**src/rtl/aes_selftest_pkg.sv**
```systemverilog
// Shared types and FIPS-197 known-answer data for the AES built-in self-test.
// Contents:
//   keylen_e      - core key-length encoding (00=128, 01=192, 10=256)
//   state_e       - self-test controller FSM states
//   KAT_*         - plaintext, keys and ciphertexts of the FIPS-197 examples
//   lowest_keylen - lowest-index key size set in a 3-bit mask
//   kat_key       - MSB-justified 256-bit key for a key size
//   kat_ct        - expected ciphertext for a key size
package aes_selftest_pkg;

  typedef enum logic [1:0] {
    KL_128 = 2'b00,
    KL_192 = 2'b01,
    KL_256 = 2'b10
  } keylen_e;

  typedef enum logic [3:0] {
    ST_IDLE     = 4'd0,
    ST_SEL      = 4'd1,
    ST_ENC_REQ  = 4'd2,
    ST_ENC_WAIT = 4'd3,
    ST_ENC_CHK  = 4'd4,
    ST_DEC_REQ  = 4'd5,
    ST_DEC_WAIT = 4'd6,
    ST_DEC_CHK  = 4'd7,
    ST_DONE     = 4'd8
  } state_e;

  localparam logic [127:0] KAT_PT   = 128'h00112233445566778899aabbccddeeff;
  localparam logic [127:0] KAT_K128 = 128'h000102030405060708090a0b0c0d0e0f;
  localparam logic [191:0] KAT_K192 = 192'h000102030405060708090a0b0c0d0e0f1011121314151617;
  localparam logic [255:0] KAT_K256 =
    256'h000102030405060708090a0b0c0d0e0f101112131415161718191a1b1c1d1e1f;
  localparam logic [127:0] KAT_CT128 = 128'h69c4e0d86a7b0430d8cdb78070b4c55a;
  localparam logic [127:0] KAT_CT192 = 128'hdda97ca4864cdfe06eaf70a0ec0d7191;
  localparam logic [127:0] KAT_CT256 = 128'h8ea2b7ca516745bfeafc49904b496089;

  // Lowest-index enabled key size; only meaningful when the mask is non-zero.
  function automatic keylen_e lowest_keylen(input logic [2:0] m);
    if (m[0]) begin
      return KL_128;
    end else if (m[1]) begin
      return KL_192;
    end else begin
      return KL_256;
    end
  endfunction

  function automatic logic [255:0] kat_key(input keylen_e kl);
    case (kl)
      KL_128:  return {KAT_K128, 128'h0};
      KL_192:  return {KAT_K192, 64'h0};
      KL_256:  return KAT_K256;
      default: return 256'h0;
    endcase
  endfunction

  function automatic logic [127:0] kat_ct(input keylen_e kl);
    case (kl)
      KL_128:  return KAT_CT128;
      KL_192:  return KAT_CT192;
      KL_256:  return KAT_CT256;
      default: return 128'h0;
    endcase
  endfunction

endpackage

```
**src/rtl/aes_selftest_if.sv**
```systemverilog
// Request/response bus between the self-test controller and the iterative
// AES core.
//   core_start   - one-cycle request pulse          (controller -> core)
//   core_decrypt - 0 encrypt, 1 decrypt             (controller -> core)
//   core_keylen  - 00=128, 01=192, 10=256           (controller -> core)
//   core_key     - MSB-justified key                (controller -> core)
//   core_in      - input block                      (controller -> core)
//   core_done    - one-cycle completion pulse       (core -> controller)
//   core_out     - result, valid with core_done     (core -> controller)
interface aes_selftest_if;
  logic         core_start;
  logic         core_decrypt;
  logic [1:0]   core_keylen;
  logic [255:0] core_key;
  logic [127:0] core_in;
  logic         core_done;
  logic [127:0] core_out;

  modport master (
    output core_start, core_decrypt, core_keylen, core_key, core_in,
    input  core_done, core_out
  );

  modport slave (
    input  core_start, core_decrypt, core_keylen, core_key, core_in,
    output core_done, core_out
  );
endinterface

```
**src/rtl/aes_selftest_timer.sv**
```systemverilog
// Core response watchdog. Cleared while a request is issued, counts the
// cycles spent waiting, and flags the last permitted wait cycle so that a
// wait lasts at most TIMEOUT_CYCLES cycles.
//   clk, reset - clock, synchronous active-high reset
//   clear      - restart the count from zero
//   enable     - a waiting cycle is in progress
//   expired    - this waiting cycle is the TIMEOUT_CYCLES-th one
module aes_selftest_timer #(
  parameter int TIMEOUT_CYCLES = 1023
) (
  input  logic clk,
  input  logic reset,
  input  logic clear,
  input  logic enable,
  output logic expired
);

  localparam int W = $clog2(TIMEOUT_CYCLES + 1);
  localparam logic [W-1:0] LAST = W'(TIMEOUT_CYCLES - 1);

  logic [W-1:0] cnt_r;

  // Wait-cycle counter.
  always_ff @(posedge clk) begin
    if (reset || clear) begin
      cnt_r <= '0;
    end else if (enable) begin
      cnt_r <= cnt_r + W'(1'b1);
    end else begin
      cnt_r <= cnt_r;
    end
  end

  assign expired = enable && (cnt_r == LAST);

endmodule

```
**src/rtl/aes_selftest_ctrl.sv**
```systemverilog
// AES built-in self-test controller. Walks the key sizes enabled in
// mode_mask (128, 192, 256 in that order), runs an encrypt and a decrypt of
// the FIPS-197 vectors on the shared core, and reports per-size results.
//   clk, reset  - clock, synchronous active-high reset
//   start       - level request, sampled in IDLE/DONE only
//   mode_mask   - bit0=128, bit1=192, bit2=256, sampled with start
//   core        - master side of the AES core bus
//   busy, done  - sequence running / finished (done held until next start)
//   pass, fail  - per-size result
//   timeout_err - any core timeout in the run
//   fail_count  - failed checks, saturating
// Build option AES_SELFTEST_LOOP_EN: while start stays high the sequence
// restarts after each DONE cycle; fail, timeout_err and fail_count then
// accumulate across those runs, pass is cleared per run.
module aes_selftest_ctrl
  import aes_selftest_pkg::*;
#(
  parameter int TIMEOUT_CYCLES = 1023,
  parameter int CNT_W          = 8
) (
  input  logic             clk,
  input  logic             reset,
  input  logic             start,
  input  logic [2:0]       mode_mask,
  aes_selftest_if.master   core,
  output logic             busy,
  output logic             done,
  output logic [2:0]       pass,
  output logic [2:0]       fail,
  output logic             timeout_err,
  output logic [CNT_W-1:0] fail_count
);

  state_e             state_r, state_s;
  logic [2:0]         mask_r, tested_r, cur_r, remain_s, pick_s;
  keylen_e            keylen_r;
  logic               decrypt_r, start_pulse_r, enc_bad_r;
  logic [255:0]       key_r;
  logic [127:0]       in_r, result_r;
  logic               busy_r, done_r, timeout_r;
  logic [2:0]         pass_r, fail_r;
  logic [CNT_W-1:0]   cnt_r;
  logic               accept_s, keep_s, enc_bad_s, dec_bad_s;
  logic               tmr_clear_s, tmr_en_s, tmr_exp_s;

  function automatic logic [CNT_W-1:0] sat_inc(input logic [CNT_W-1:0] v);
    return (v == {CNT_W{1'b1}}) ? v : v + CNT_W'(1'b1);
  endfunction

  assign remain_s    = mask_r & ~tested_r;
  assign pick_s      = remain_s & (~remain_s + 3'd1);   // isolate lowest set bit
  assign accept_s    = start && ((state_r == ST_IDLE) || (state_r == ST_DONE));
  assign enc_bad_s   = (result_r != kat_ct(keylen_r));
  assign dec_bad_s   = (result_r != KAT_PT);
  assign tmr_clear_s = (state_r == ST_ENC_REQ) || (state_r == ST_DEC_REQ);
  assign tmr_en_s    = (state_r == ST_ENC_WAIT) || (state_r == ST_DEC_WAIT);

`ifdef AES_SELFTEST_LOOP_EN
  logic loop_hold_r;

  // Remembers that start has stayed high since the run was accepted.
  always_ff @(posedge clk) begin
    if (reset) begin
      loop_hold_r <= 1'b0;
    end else if (accept_s) begin
      loop_hold_r <= 1'b1;
    end else if (!start) begin
      loop_hold_r <= 1'b0;
    end else begin
      loop_hold_r <= loop_hold_r;
    end
  end

  assign keep_s = (state_r == ST_DONE) && loop_hold_r;
`else
  assign keep_s = 1'b0;
`endif

  aes_selftest_timer #(.TIMEOUT_CYCLES(TIMEOUT_CYCLES)) u_timer (
    .clk     (clk),
    .reset   (reset),
    .clear   (tmr_clear_s),
    .enable  (tmr_en_s),
    .expired (tmr_exp_s)
  );

  // FSM state register.
  always_ff @(posedge clk) begin
    if (reset) begin
      state_r <= ST_IDLE;
    end else begin
      state_r <= state_s;
    end
  end

  // FSM next state; a done pulse in the last wait cycle beats the timeout.
  always_comb begin
    state_s = state_r;
    case (state_r)
      ST_IDLE, ST_DONE: begin
        if (start) state_s = ST_SEL;
        else       state_s = state_r;
      end
      ST_SEL: begin
        if (remain_s != 3'b000) state_s = ST_ENC_REQ;
        else                    state_s = ST_DONE;
      end
      ST_ENC_REQ:  state_s = ST_ENC_WAIT;
      ST_ENC_WAIT: begin
        if (core.core_done)  state_s = ST_ENC_CHK;
        else if (tmr_exp_s)  state_s = ST_SEL;
        else                 state_s = ST_ENC_WAIT;
      end
      ST_ENC_CHK:  state_s = ST_DEC_REQ;
      ST_DEC_REQ:  state_s = ST_DEC_WAIT;
      ST_DEC_WAIT: begin
        if (core.core_done)  state_s = ST_DEC_CHK;
        else if (tmr_exp_s)  state_s = ST_SEL;
        else                 state_s = ST_DEC_WAIT;
      end
      ST_DEC_CHK:  state_s = ST_SEL;
      default:     state_s = ST_IDLE;
    endcase
  end

  // Request data, result capture and status registers.
  always_ff @(posedge clk) begin
    if (reset) begin
      mask_r        <= 3'b000;
      tested_r      <= 3'b000;
      cur_r         <= 3'b000;
      keylen_r      <= KL_128;
      decrypt_r     <= 1'b0;
      start_pulse_r <= 1'b0;
      enc_bad_r     <= 1'b0;
      key_r         <= 256'h0;
      in_r          <= 128'h0;
      result_r      <= 128'h0;
      busy_r        <= 1'b0;
      done_r        <= 1'b0;
      timeout_r     <= 1'b0;
      pass_r        <= 3'b000;
      fail_r        <= 3'b000;
      cnt_r         <= '0;
    end else begin
      start_pulse_r <= (state_s == ST_ENC_REQ) || (state_s == ST_DEC_REQ);
      case (state_r)
        ST_IDLE, ST_DONE: begin
          if (accept_s) begin
            mask_r   <= mode_mask;
            tested_r <= 3'b000;
            busy_r   <= 1'b1;
            done_r   <= 1'b0;
            pass_r   <= 3'b000;
            if (!keep_s) begin
              fail_r    <= 3'b000;
              timeout_r <= 1'b0;
              cnt_r     <= '0;
            end
          end
        end
        ST_SEL: begin
          if (remain_s != 3'b000) begin
            tested_r  <= tested_r | pick_s;
            cur_r     <= pick_s;
            keylen_r  <= lowest_keylen(remain_s);
            key_r     <= kat_key(lowest_keylen(remain_s));
            in_r      <= KAT_PT;
            decrypt_r <= 1'b0;
            enc_bad_r <= 1'b0;
          end else begin
            busy_r <= 1'b0;
            done_r <= 1'b1;
          end
        end
        ST_ENC_WAIT, ST_DEC_WAIT: begin
          if (core.core_done) begin
            result_r <= core.core_out;
          end else if (tmr_exp_s) begin
            timeout_r <= 1'b1;
            fail_r    <= fail_r | cur_r;
            cnt_r     <= sat_inc(cnt_r);
          end
        end
        ST_ENC_CHK: begin
          if (enc_bad_s) begin
            enc_bad_r <= 1'b1;
            cnt_r     <= sat_inc(cnt_r);
          end
          // Decrypt the reference ciphertext, not whatever the core produced.
          in_r      <= kat_ct(keylen_r);
          decrypt_r <= 1'b1;
        end
        ST_DEC_CHK: begin
          if (dec_bad_s) begin
            cnt_r <= sat_inc(cnt_r);
          end
          // A sticky fail from an earlier looped run keeps pass clear.
          if (enc_bad_r || dec_bad_s) begin
            fail_r <= fail_r | cur_r;
          end else if ((fail_r & cur_r) == 3'b000) begin
            pass_r <= pass_r | cur_r;
          end
        end
        default: begin
        end
      endcase
    end
  end

  assign core.core_start   = start_pulse_r;
  assign core.core_decrypt = decrypt_r;
  assign core.core_keylen  = keylen_r;
  assign core.core_key     = key_r;
  assign core.core_in      = in_r;
  assign busy              = busy_r;
  assign done              = done_r;
  assign pass              = pass_r;
  assign fail              = fail_r;
  assign timeout_err       = timeout_r;
  assign fail_count        = cnt_r;

endmodule

```
**src/flat_wrapper.sv**
```systemverilog
// flat-port wrapper written by rule: the top's interface ports become plain ports
module aes_selftest_ctrl_flat import aes_selftest_pkg::*;
#(
  parameter int TIMEOUT_CYCLES = 1023,
  parameter int CNT_W          = 8
)
  (clk, reset, start, mode_mask, busy, done, pass, fail, timeout_err, fail_count, core_core_start, core_core_decrypt, core_core_keylen, core_core_key, core_core_in, core_core_done, core_core_out);
  aes_selftest_if core_i ();
  input  logic clk;
  input  logic reset;
  input  logic start;
  input  logic [2:0] mode_mask;
  output logic busy;
  output logic done;
  output logic [2:0] pass;
  output logic [2:0] fail;
  output logic timeout_err;
  output logic [CNT_W-1:0] fail_count;
  output wire logic [$bits(core_i.core_start)-1:0] core_core_start;
  output wire logic [$bits(core_i.core_decrypt)-1:0] core_core_decrypt;
  output wire logic [$bits(core_i.core_keylen)-1:0] core_core_keylen;
  output wire logic [$bits(core_i.core_key)-1:0] core_core_key;
  output wire logic [$bits(core_i.core_in)-1:0] core_core_in;
  input wire logic [$bits(core_i.core_done)-1:0] core_core_done;
  input wire logic [$bits(core_i.core_out)-1:0] core_core_out;
  assign core_core_start = core_i.core_start;
  assign core_core_decrypt = core_i.core_decrypt;
  assign core_core_keylen = core_i.core_keylen;
  assign core_core_key = core_i.core_key;
  assign core_core_in = core_i.core_in;
  assign core_i.core_done = core_core_done;
  assign core_i.core_out = core_core_out;
  aes_selftest_ctrl #(.TIMEOUT_CYCLES(TIMEOUT_CYCLES), .CNT_W(CNT_W)) u_core (.clk(clk), .reset(reset), .start(start), .mode_mask(mode_mask), .core(core_i), .busy(busy), .done(done), .pass(pass), .fail(fail), .timeout_err(timeout_err), .fail_count(fail_count));
endmodule
```
**config.mk**
```make
export PLATFORM = sky130hd
export DESIGN_NAME = aes_selftest_ctrl_flat
export DESIGN_NICKNAME = d
export VERILOG_FILES = /design/src/rtl/aes_selftest_pkg.sv /design/src/rtl/aes_selftest_if.sv /design/src/rtl/aes_selftest_timer.sv /design/src/rtl/aes_selftest_ctrl.sv /design/src/flat_wrapper.sv
export SDC_FILE = /design/constraint.sdc
export NUM_CORES = 1
export LEC_CHECK = 0
export CAP_MARGIN = 25
export CORE_AREA = 10 10 199 201
export DETAILED_ROUTE_END_ITERATION = 10
export DIE_AREA = 0 0 209 211
export PLACE_DENSITY = 0.67
export SLEW_MARGIN = 10
export SYNTH_ARGS = -nofsm -noshare
export SYNTH_HDL_FRONTEND = slang
export SYNTH_SLANG_ARGS = --single-unit
```
**constraint.sdc**
```tcl
create_clock -name clk -period 7.8 [get_ports clk]
set_input_delay 1.17 -clock clk [delete_from_list [all_inputs] [get_ports clk]]
set_output_delay 1.17 -clock clk [all_outputs]
set_load 0.005 [all_outputs]
```
# Yosys cells after proc, flatten, opt, wreduce, memory -nomap -nowiden
# Index checks and enable logic that the tools add are counted.
[word_totals]
regBits = 557
input_bits = 135
out_inout_bits = 405
elab_cells = 135
[classes]
n_addsub = 3
n_eq_ne = 28
muxes = 46
n_bitwise = 8
reduce_logical = 32
[ops]
columns = ["operator", "n"]
rows = [
  ["$pmux 241 s3", 1],
  ["$pmux 128 s3", 1],
  ["$pmux 128 s2", 1],
  ["$mux 128", 1],
  ["$ne 128x117->1 const B", 1],
  ["$ne 128x128->1", 1],
  ["$mux 8", 6],
  ["$pmux 4 s8", 1],
  ["$pmux 8 s4", 1],
  ["$mux 3", 8],
  ["$eq 4x3->1 const B", 5],
  ["$mux 4", 4],
  ["$ne 2x1->1 const B", 7],
  ["$eq 4x2->1 const B", 3],
  ["$mux 2", 6],
  ["$pmux 3 s2", 2],
  ["$add 10x1->10 const B", 1],
  ["$eq 10x10->1 const B", 1],
  ["$pmux 1 s2", 5],
  ["$and 3x3->3", 3],
  ["$or 3x3->3", 3],
  ["$pmux 3 s3", 1],
  ["$reduce_and 3->1", 3],
  ["$add 8x1->8 const B", 1],
  ["22 further kinds", 50],
]

# Depth between registers and ports, before layout
# Gate-level depths: netlist of run 1.
[depth]
ltp_word = 9
mapped_depth = 11
mapped_depth_nobuf = 9

# Cells and area by module
# Synthesis of run 1 repeated with hierarchy kept, for this count alone.
[hier_totals]
hier_cells = 1454
hier_area_um2 = 11210.8
[modules_own_cells]
columns = ["module", "instances", "cells_per_inst", "area_each_um2", "seq_area_each_um2"]
rows = [
  ["aes_selftest_ctrl", 1, 1399, 10737.8, 3603.5],
  ["aes_selftest_timer", 1, 55, 473.0, 200.2],
]

# Least setup slack after synthesis of run 1
# OpenSTA, ideal clock, no wires.
[synth_timing]
path_type = "flip-flop to flip-flop"
from = "register u_core.cur_r[1] (netlist name)"
to = "register u_core.cnt_r[4] (netlist: u_core.fail_count[4])"
setup_time_ps = 116
t_arrival_ps = 2430
required_time_ps = 7684
path_slack_ps = 5255
path_stages_with_launch = 11
n_path_buf = 1
synth_period_minus_slack_ps = 2545
path_cell_list = "dfxtp_1 inv_1 ha_1 buf_6 o21bai_4 a21oi_1 or4_4 nor4b_4 and4_4 nor2_2 a31o_1"
[synth_rtl]
columns = ["item", "line", "rtl"]
rows = [
  ["end signal: assignment", "aes_selftest_ctrl.sv:182", "cnt_r <= sat_inc(cnt_r);"],
  ["end signal: assignment", "aes_selftest_ctrl.sv:188", "cnt_r <= sat_inc(cnt_r);"],
  ["end signal: assignment", "aes_selftest_ctrl.sv:196", "cnt_r <= sat_inc(cnt_r);"],
  ["end: declaration", "aes_selftest_ctrl.sv:42", "logic [CNT_W-1:0] cnt_r;"],
]

==> metrics.cfg, run 1 <==
[place]
placed_area_sq_mm = 0.01304
dp_slack_ns = 4.062
placed_cells_incl_taps = 2023
place_hpwl_um = 32530
io_buffer_count = 358
gp_congestion = 0.9404

[drt]
wl_per_cell_um = 19.63
drc_errors = 0
wl_um = 40360
ant_nets = 0
vias = 9519
viasPerCell = 4.630
dr.pass1.iters = 5
drtIter0Drc = 606

[setup_path]
critPathRequiredTime_ns = 8.14
worst_path_max_delay_cell = dfxtp_1
cp.arrival_ns = 4.07
path_cells = inv_1 -> ha_1 -> or3_1 -> a222oi_1 -> nand4_1 -> and4b_1 -> and4_4 -> nor2_2 -> a31o_1
path_buf_inv = 1
cp_max_fo = 17
max_stage_delay_ns = 0.78
crit_family = simple AND/OR/NAND/NOR gates
critical_path_class = flip-flop to flip-flop
start_kind = flip-flop
crit_path_end_kind = flip-flop

[grt]
grtUsageTotal_pct = 16.84
grt_max_degree = 95
grt_pass1_vias = 9175
grt_pass1_wl_um = 58310
antenna_found_initial = 3
gr-total-overflow = 0

[finish]
layout_common_cells = 357 x clkdlybuf4s50_1, 303 x nand2_1, 190 x dfxtp_1, 181 x conb_1, 175 x a21oi_1
design_area_sq_mm = 0.01366
syn_to_final_growth_pct = 22.50
layout-drive-gt1-share_pct = 3.952
fin_nets = 1725
fillers = 3630
layout.cells.non_filler = 2056
multiInputGateArea_sq_mm = 0.004995
final_common_cell = clkdlybuf4s50_1
regArea_sq_mm = 0.003804

[yosys]
synthCells = 1450
ys_seq_area_share_pct = 34.11
yosysWarnings = 0
avgSynthCellArea_sq_um = 7.691
ys_seq_elements = 190
synthFlopType = dfxtp_1
synth_edf_count = 0
syn_area_sq_mm = 0.01115
synthArstFlopShare_pct = 0
synth.distinct_cells = 79

[power]
vdd_ir_drop_max_mv = 0.1413
power.density_mw_per_mm2 = 162.7
p_leak_nw = 4.846

[clock_tree]
ctsHoldBuffers = 0
htreeDepth = 4
cts_tree = done
clock_path_buffers = 2
cts_setup_buffers = 0
clk-insertion-delay-late_ns = 0.44
cts_inserted_buffers = 17
postCtsResizedCells = 0
clockRootBuffer = clkbuf_16
clock_sinks = 190
clk_pin_slew_ns = 0.09

[sta]
finalSetupViolCount = 0
grt_setup_unrepaired = false
tns_ns = 0
worst_slew_pin_slew_ns = 0.9639
hold_viol = 0
drv_slew = 0
max_slew_margin_pct = 35.74
period_share_pct = 47.85
holdWs_ns = 0.4600
finalCriticalPeriod_ns = 3.732
fin_skew_ns = 0.01459
fin_ws_ns = 4.068
max_freq_ghz = 0.2679

[floorplanning]
die_h_um = 211
initial_utilization_pct = 31.51
core-area_sq_mm = 0.03540
rows = 69
die_x_um = 209
die-area_sq_mm = 0.04410
ios = 540

[run]
maxCapViolations = 0

[run_status]
status = finished clean

[worst_hold_path]
hold_path.class = flip-flop to flip-flop

-- registers in the layout, indices dropped and copies added, names as in the netlist, 3 cells and up --
name / cells
u_core.result_r: 128
u_core.core.core_in: 15
u_core.u_timer.cnt_r: 10
u_core.fail_count: 8
u_core.state_r: 4
u_core.core.core_key: 3
u_core.cur_r: 3
u_core.fail: 3
u_core.mask_r: 3
u_core.pass: 3
u_core.tested_r: 3
-- final cells by class --
cell class,instances,area share [%]
multi-input cells,998,36.56
flip-flops and latches,190,27.84
repair buffers,363,26.49
well taps,461,4.222
clock buffers,17,3.114
clock inverters,15,1.447
inverters,11,0.3023
diodes,1,0.01832
-- routing by layer --
metal | share of wire [%] | global-route usage (%) | up-vias
met4 | 1.6 | 4.143 | 4
met2 | 52 | 30.64 | 396
met3 | 7.8 | 5.248 | 40
met1 | 38 | 18.64 | 4474
li1 | - | - | 4605
met5 | 0.067 | 0 | -
-- power by group --
| part | leakage (nW) | total (mW) | switching (mW) | internal (mW) |
|---|---|---|---|---|
| clock network | 0.298 | 0.926 | 0.480 | 0.446 |
| logic | 3.02 | 0.291 | 0.133 | 0.158 |
| registers | 1.53 | 1.01 | 0.0250 | 0.981 |
-- path summary, 6_finish.rpt --
kind	startpoint	to	slack (ns)	depth (start not counted)
worst min register to register	u_core.done$_SDFFE_PP0P_	u_core.done$_SDFFE_PP0P_	0.46	2
worst max-delay path	u_core.cur_r[1]$_SDFFE_PP0P_	u_core.fail_count[4]$_SDFFE_PP0P_	4.07	9
worst max register to register	u_core.cur_r[1]$_SDFFE_PP0P_	u_core.fail_count[4]$_SDFFE_PP0P_	4.07	9
worst min-delay path	u_core.done$_SDFFE_PP0P_	u_core.done$_SDFFE_PP0P_	0.46	2
-- Yosys cell counts, types with 3 or more instances --
library cell	number	area share (%)
xnor2_1	5	0.39
nand4b_1	9	0.71
o22ai_1	3	0.17
buf_1	3	0.10
a221oi_1	4	0.31
nor3_1	26	1.2
nand4_1	22	1.2
nand3_1	35	1.6
clkbuf_1	58	2.0
and4b_1	4	0.36
o31ai_1	5	0.34
a211o_1	3	0.24
and4_1	5	0.39
nand2b_1	13	0.73
or3_1	7	0.39
a22o_1	4	0.31
a21oi_1	175	7.9
nor4_1	15	0.84
or4_1	9	0.61
dfxtp_1	190	34
buf_4	367	25
o21ai_0	15	0.67
a22oi_1	3	0.20
nor3b_1	3	0.20
nand2_1	304	10
xor2_1	6	0.47
inv_1	11	0.37
ha_1	9	1.0
nor2b_1	4	0.22
a31oi_1	6	0.34
a211oi_1	3	0.20
nor2_1	59	2.0
o21ai_1	6	0.27
-- cells by family (layout without fill, tap and decap cells) --
group           Yosys count  count (layout)  share of synthesized area (%)
other cells               1             182                        0.03363
compound gates          252             252                          13.06
simple gates            545             545                          23.61
fa+ha+maj                 9               9                          1.010
buf+inv                 442             406                          27.32
flops                   190             190                          34.11
xor+xnor                 11              11                         0.8639
-- worst min-delay path: stages, from the launching register on --
cell and delay (ns):
dfxtp_1 0.33, inv_1 0.05, a21oi_1 0.05
-- through the flow --
step                utilization [%]  power (mW)
floorplan                         -       1.240
global placement              36.83       1.317
detailed placement            36.83       1.318
CTS                           38.59       2.243
global route                  38.59       2.303
finish                        38.59       2.223
Note: power is estimated with default switching activity, not from simulation.
==> run 2, diff against run 1 <==
CORE_AREA = 10 10 200 202   (was 10 10 199 201)
DIE_AREA = 0 0 210 212   (was 0 0 209 211)
PLACE_DENSITY = 0.66   (was 0.67)
clock period = 3.55 ns   (was 7.8 ns; I/O delays follow)
==> metrics.cfg, run 2 (synthesized netlist as in run 1, its figures left out) <==
[run_status]
status = finished clean  ; unchanged

[drt]
dr.pass1.iters = 5  ; unchanged
vias = 9502  ; was 9519
wl_um = 40470  ; was 40360 um
wl_per_cell_um = 19.57  ; was 19.63 um
ant_nets = 0  ; unchanged
drc_errors = 0  ; unchanged
drtIter0Drc = 687  ; was 606
viasPerCell = 4.595  ; was 4.630

[floorplanning]
die-area_sq_mm = 0.04452  ; was 0.04410 sq mm
die_x_um = 210  ; was 209 um
initial_utilization_pct = 30.90  ; was 31.51%
rows = 70  ; was 69
ios = 540  ; unchanged
die_h_um = 212  ; was 211 um
core-area_sq_mm = 0.03608  ; was 0.03540 sq mm

[worst_hold_path]
hold_path.class = flip-flop to flip-flop  ; unchanged
hold_path_end = u_core.done$_SDFFE_PP0P_  ; unchanged
worstHoldStart = u_core.done$_SDFFE_PP0P_  ; unchanged
min_path_cells = 2  ; unchanged

[setup_path]
start_kind = flip-flop  ; unchanged
cp_max_fo = 13  ; was 17
rr_worst_depth = 10  ; was 9
worst_path_max_delay_cell = dfxtp_1  ; unchanged
critical_path_class = flip-flop to flip-flop  ; unchanged
worstReg2RegEnd = u_core.fail_count[4]$_SDFFE_PP0P_  ; unchanged
r2r_slack_ns = 0.48  ; was 4.07 ns
cp.arrival_ns = 3.40  ; was 4.07 ns
crit_path_end_kind = flip-flop  ; unchanged
r2r_start = u_core.cur_r[1]$_SDFFE_PP0P_  ; unchanged
path_cells = inv_1 -> ha_1 -> buf_4 -> or2_1 -> a222oi_1 -> nand4_1 -> and4b_1 -> and4_4 -> nor2_2 -> a31o_1  ; was inv_1 -> ha_1 -> or3_1 -> a222oi_1 -> nand4_1 -> and4b_1 -> and4_4 -> nor2_2 -> a31o_1
critPathRequiredTime_ns = 3.88  ; was 8.14 ns
crit_family = simple AND/OR/NAND/NOR gates  ; unchanged
path_buf_inv = 2  ; was 1
max_stage_delay_ns = 0.52  ; was 0.78 ns

[finish]
largest_reg_flops = 128  ; unchanged
utilization_pct = 37.89  ; was 38.59%
regMostFlops = u_core.result_r  ; unchanged
design_area_sq_mm = 0.01367  ; was 0.01366 sq mm
layout_common_cells = 357 x clkdlybuf4s50_1, 303 x nand2_1, 190 x dfxtp_1, 181 x conb_1, 175 x a21oi_1  ; unchanged
n_antenna_cell = 0  ; was 1
fin_nets = 1731  ; was 1725
final_common_cell = clkdlybuf4s50_1  ; unchanged
layout-drive-gt1-share_pct = 4.250  ; was 3.952%
syn_to_final_growth_pct = 22.61  ; was 22.50%

[grt]
grt_pass1_wl_um = 58570  ; was 58310 um
busiest_layer = met2  ; unchanged
grt_pass1_vias = 9382  ; was 9175
grt_max_degree = 129  ; was 95
antenna_found_initial = 0  ; was 3
gr-total-overflow = 0  ; unchanged
grtUsageMet1_pct = 19.29  ; was 18.64%
grtUsageTotal_pct = 16.91  ; was 16.84%
met2_usage_pct = 30.45  ; was 30.64%
grt_use_met3_pct = 4.652  ; was 5.248%

[clock_tree]
clock_path_buffers = 2  ; unchanged
cts_tree = done  ; unchanged
clock_sinks = 190  ; unchanged
clk-insertion-delay-late_ns = 0.44  ; about the same
cts_inserted_buffers = 17  ; unchanged
clockRootBuffer = clkbuf_16  ; unchanged
clk_pin_slew_ns = 0.07  ; was 0.09 ns
htreeDepth = 4  ; unchanged
ctsHoldBuffers = 0  ; unchanged
cts_setup_buffers = 0  ; unchanged
postCtsResizedCells = 0  ; unchanged

[sta]
holdWs_ns = 0.4531  ; was 0.4600 ns
worst_slew_pin_slew_ns = 0.9196  ; was 0.9639 ns
max_freq_ghz = 0.3257  ; was 0.2679 GHz
tns_ns = 0  ; unchanged
drv_slew = 0  ; unchanged
fin_skew_ns = 0.01632  ; was 0.01459 ns
finalSetupViolCount = 0  ; unchanged
hold_viol = 0  ; unchanged
period_share_pct = 86.48  ; was 47.85%
max_slew_margin_pct = 38.22  ; was 35.74%
grt_setup_unrepaired = false  ; unchanged
finalCriticalPeriod_ns = 3.070  ; was 3.732 ns

[power]
power.density_mw_per_mm2 = 343.0  ; was 162.7 mW/mm^2
p_leak_nw = 4.851  ; was 4.846 nW
vdd_ir_drop_max_mv = 0.3618  ; was 0.1413 mV

[place]
gp_congestion = 0.9530  ; was 0.9404
place_hpwl_um = 33270  ; was 32530 um
io_buffer_count = 358  ; unchanged
placed_area_sq_mm = 0.01311  ; was 0.01304 sq mm

[run]
maxCapViolations = 0  ; unchanged

run 2: cell types whose count changed in the layout (fill, tap and decap cells not counted), sizes merged:
cell / previous run / this run
buf: 6 / 12
inv: 20 / 16
clkbuf: 17 / 20
clkinvlp: 1 / 3
clkinv: 5 / 4
diode: 1 / 0
run 2: area by class of cell:
type | count | area (sq um)
fill | 3727 | 22410
sequential | 190 | 3804
multi-input combinational | 998 | 4995
inverter | 11 | 41.29
tap | 468 | 585.6
clock buffer | 20 | 456.7
timing repair buffer | 369 | 3689
clock inverter | 12 | 102.6
run 2: stage by stage:
step / setup WS (ns) / instances / power [mW]
3_3_place_gp: 0.6032 / 2036 / 2.882
6_report: 0.4798 / 2068 / 4.690
4_1_cts: 0.4790 / 2068 / 4.733
3_5_place_dp: 0.5020 / 2036 / 2.886
2_1_floorplan: 1.005 / 1630 / 2.725
5_1_grt: 0.2911 / 2068 / 4.899
run 2: worst max path at each step:
stage | startpoint | cells past startpoint | slack [ns] | to
floorplan | u_core.cur_r[1]$_SDFFE_PP0P_ | 10 | 1.00 | u_core.fail_count[4]$_SDFFE_PP0P_
global placement | u_core.cur_r[1]$_SDFFE_PP0P_ | 10 | 0.60 | u_core.fail_count[4]$_SDFFE_PP0P_
detailed placement | u_core.cur_r[1]$_SDFFE_PP0P_ | 10 | 0.50 | u_core.fail_count[4]$_SDFFE_PP0P_
CTS | u_core.cur_r[1]$_SDFFE_PP0P_ | 10 | 0.48 | u_core.fail_count[4]$_SDFFE_PP0P_
global route | u_core.cur_r[1]$_SDFFE_PP0P_ | 10 | 0.29 | u_core.fail_count[4]$_SDFFE_PP0P_
finish | u_core.cur_r[1]$_SDFFE_PP0P_ | 10 | 0.48 | u_core.fail_count[4]$_SDFFE_PP0P_
run 2: routing by layer:
metal  routed length, um  up-vias
met4                 645        0
li1                    -     4609
met2               21070      364
met5                   0        -
met1               16100     4494
met3                2653       35
run 2: worst register-to-register path: stages (launching register included):
cell      delay, ns
dfxtp_1        0.52
inv_1          0.18
ha_1           0.33
buf_4          0.22
or2_1          0.22
a222oi_1       0.43
nand4_1        0.13
and4b_1        0.35
and4_4         0.30
nor2_2         0.07
a31o_1         0.20
run 2: power breakdown:
| part | internal, mW | leakage, nW | switching (mW) |
|---|---|---|---|
| logic | 0.351 | 3.05 | 0.280 |
| clock network | 0.953 | 0.267 | 0.895 |
| registers | 2.16 | 1.53 | 0.0544 |
| total | 3.46 | 4.85 | 1.23 |
==> run 3, diff against run 2 <==
CAP_MARGIN = default   (was 25)
==> results of run 3 <==
No change in the layout: final DEF, timing and power equal those of run 2.
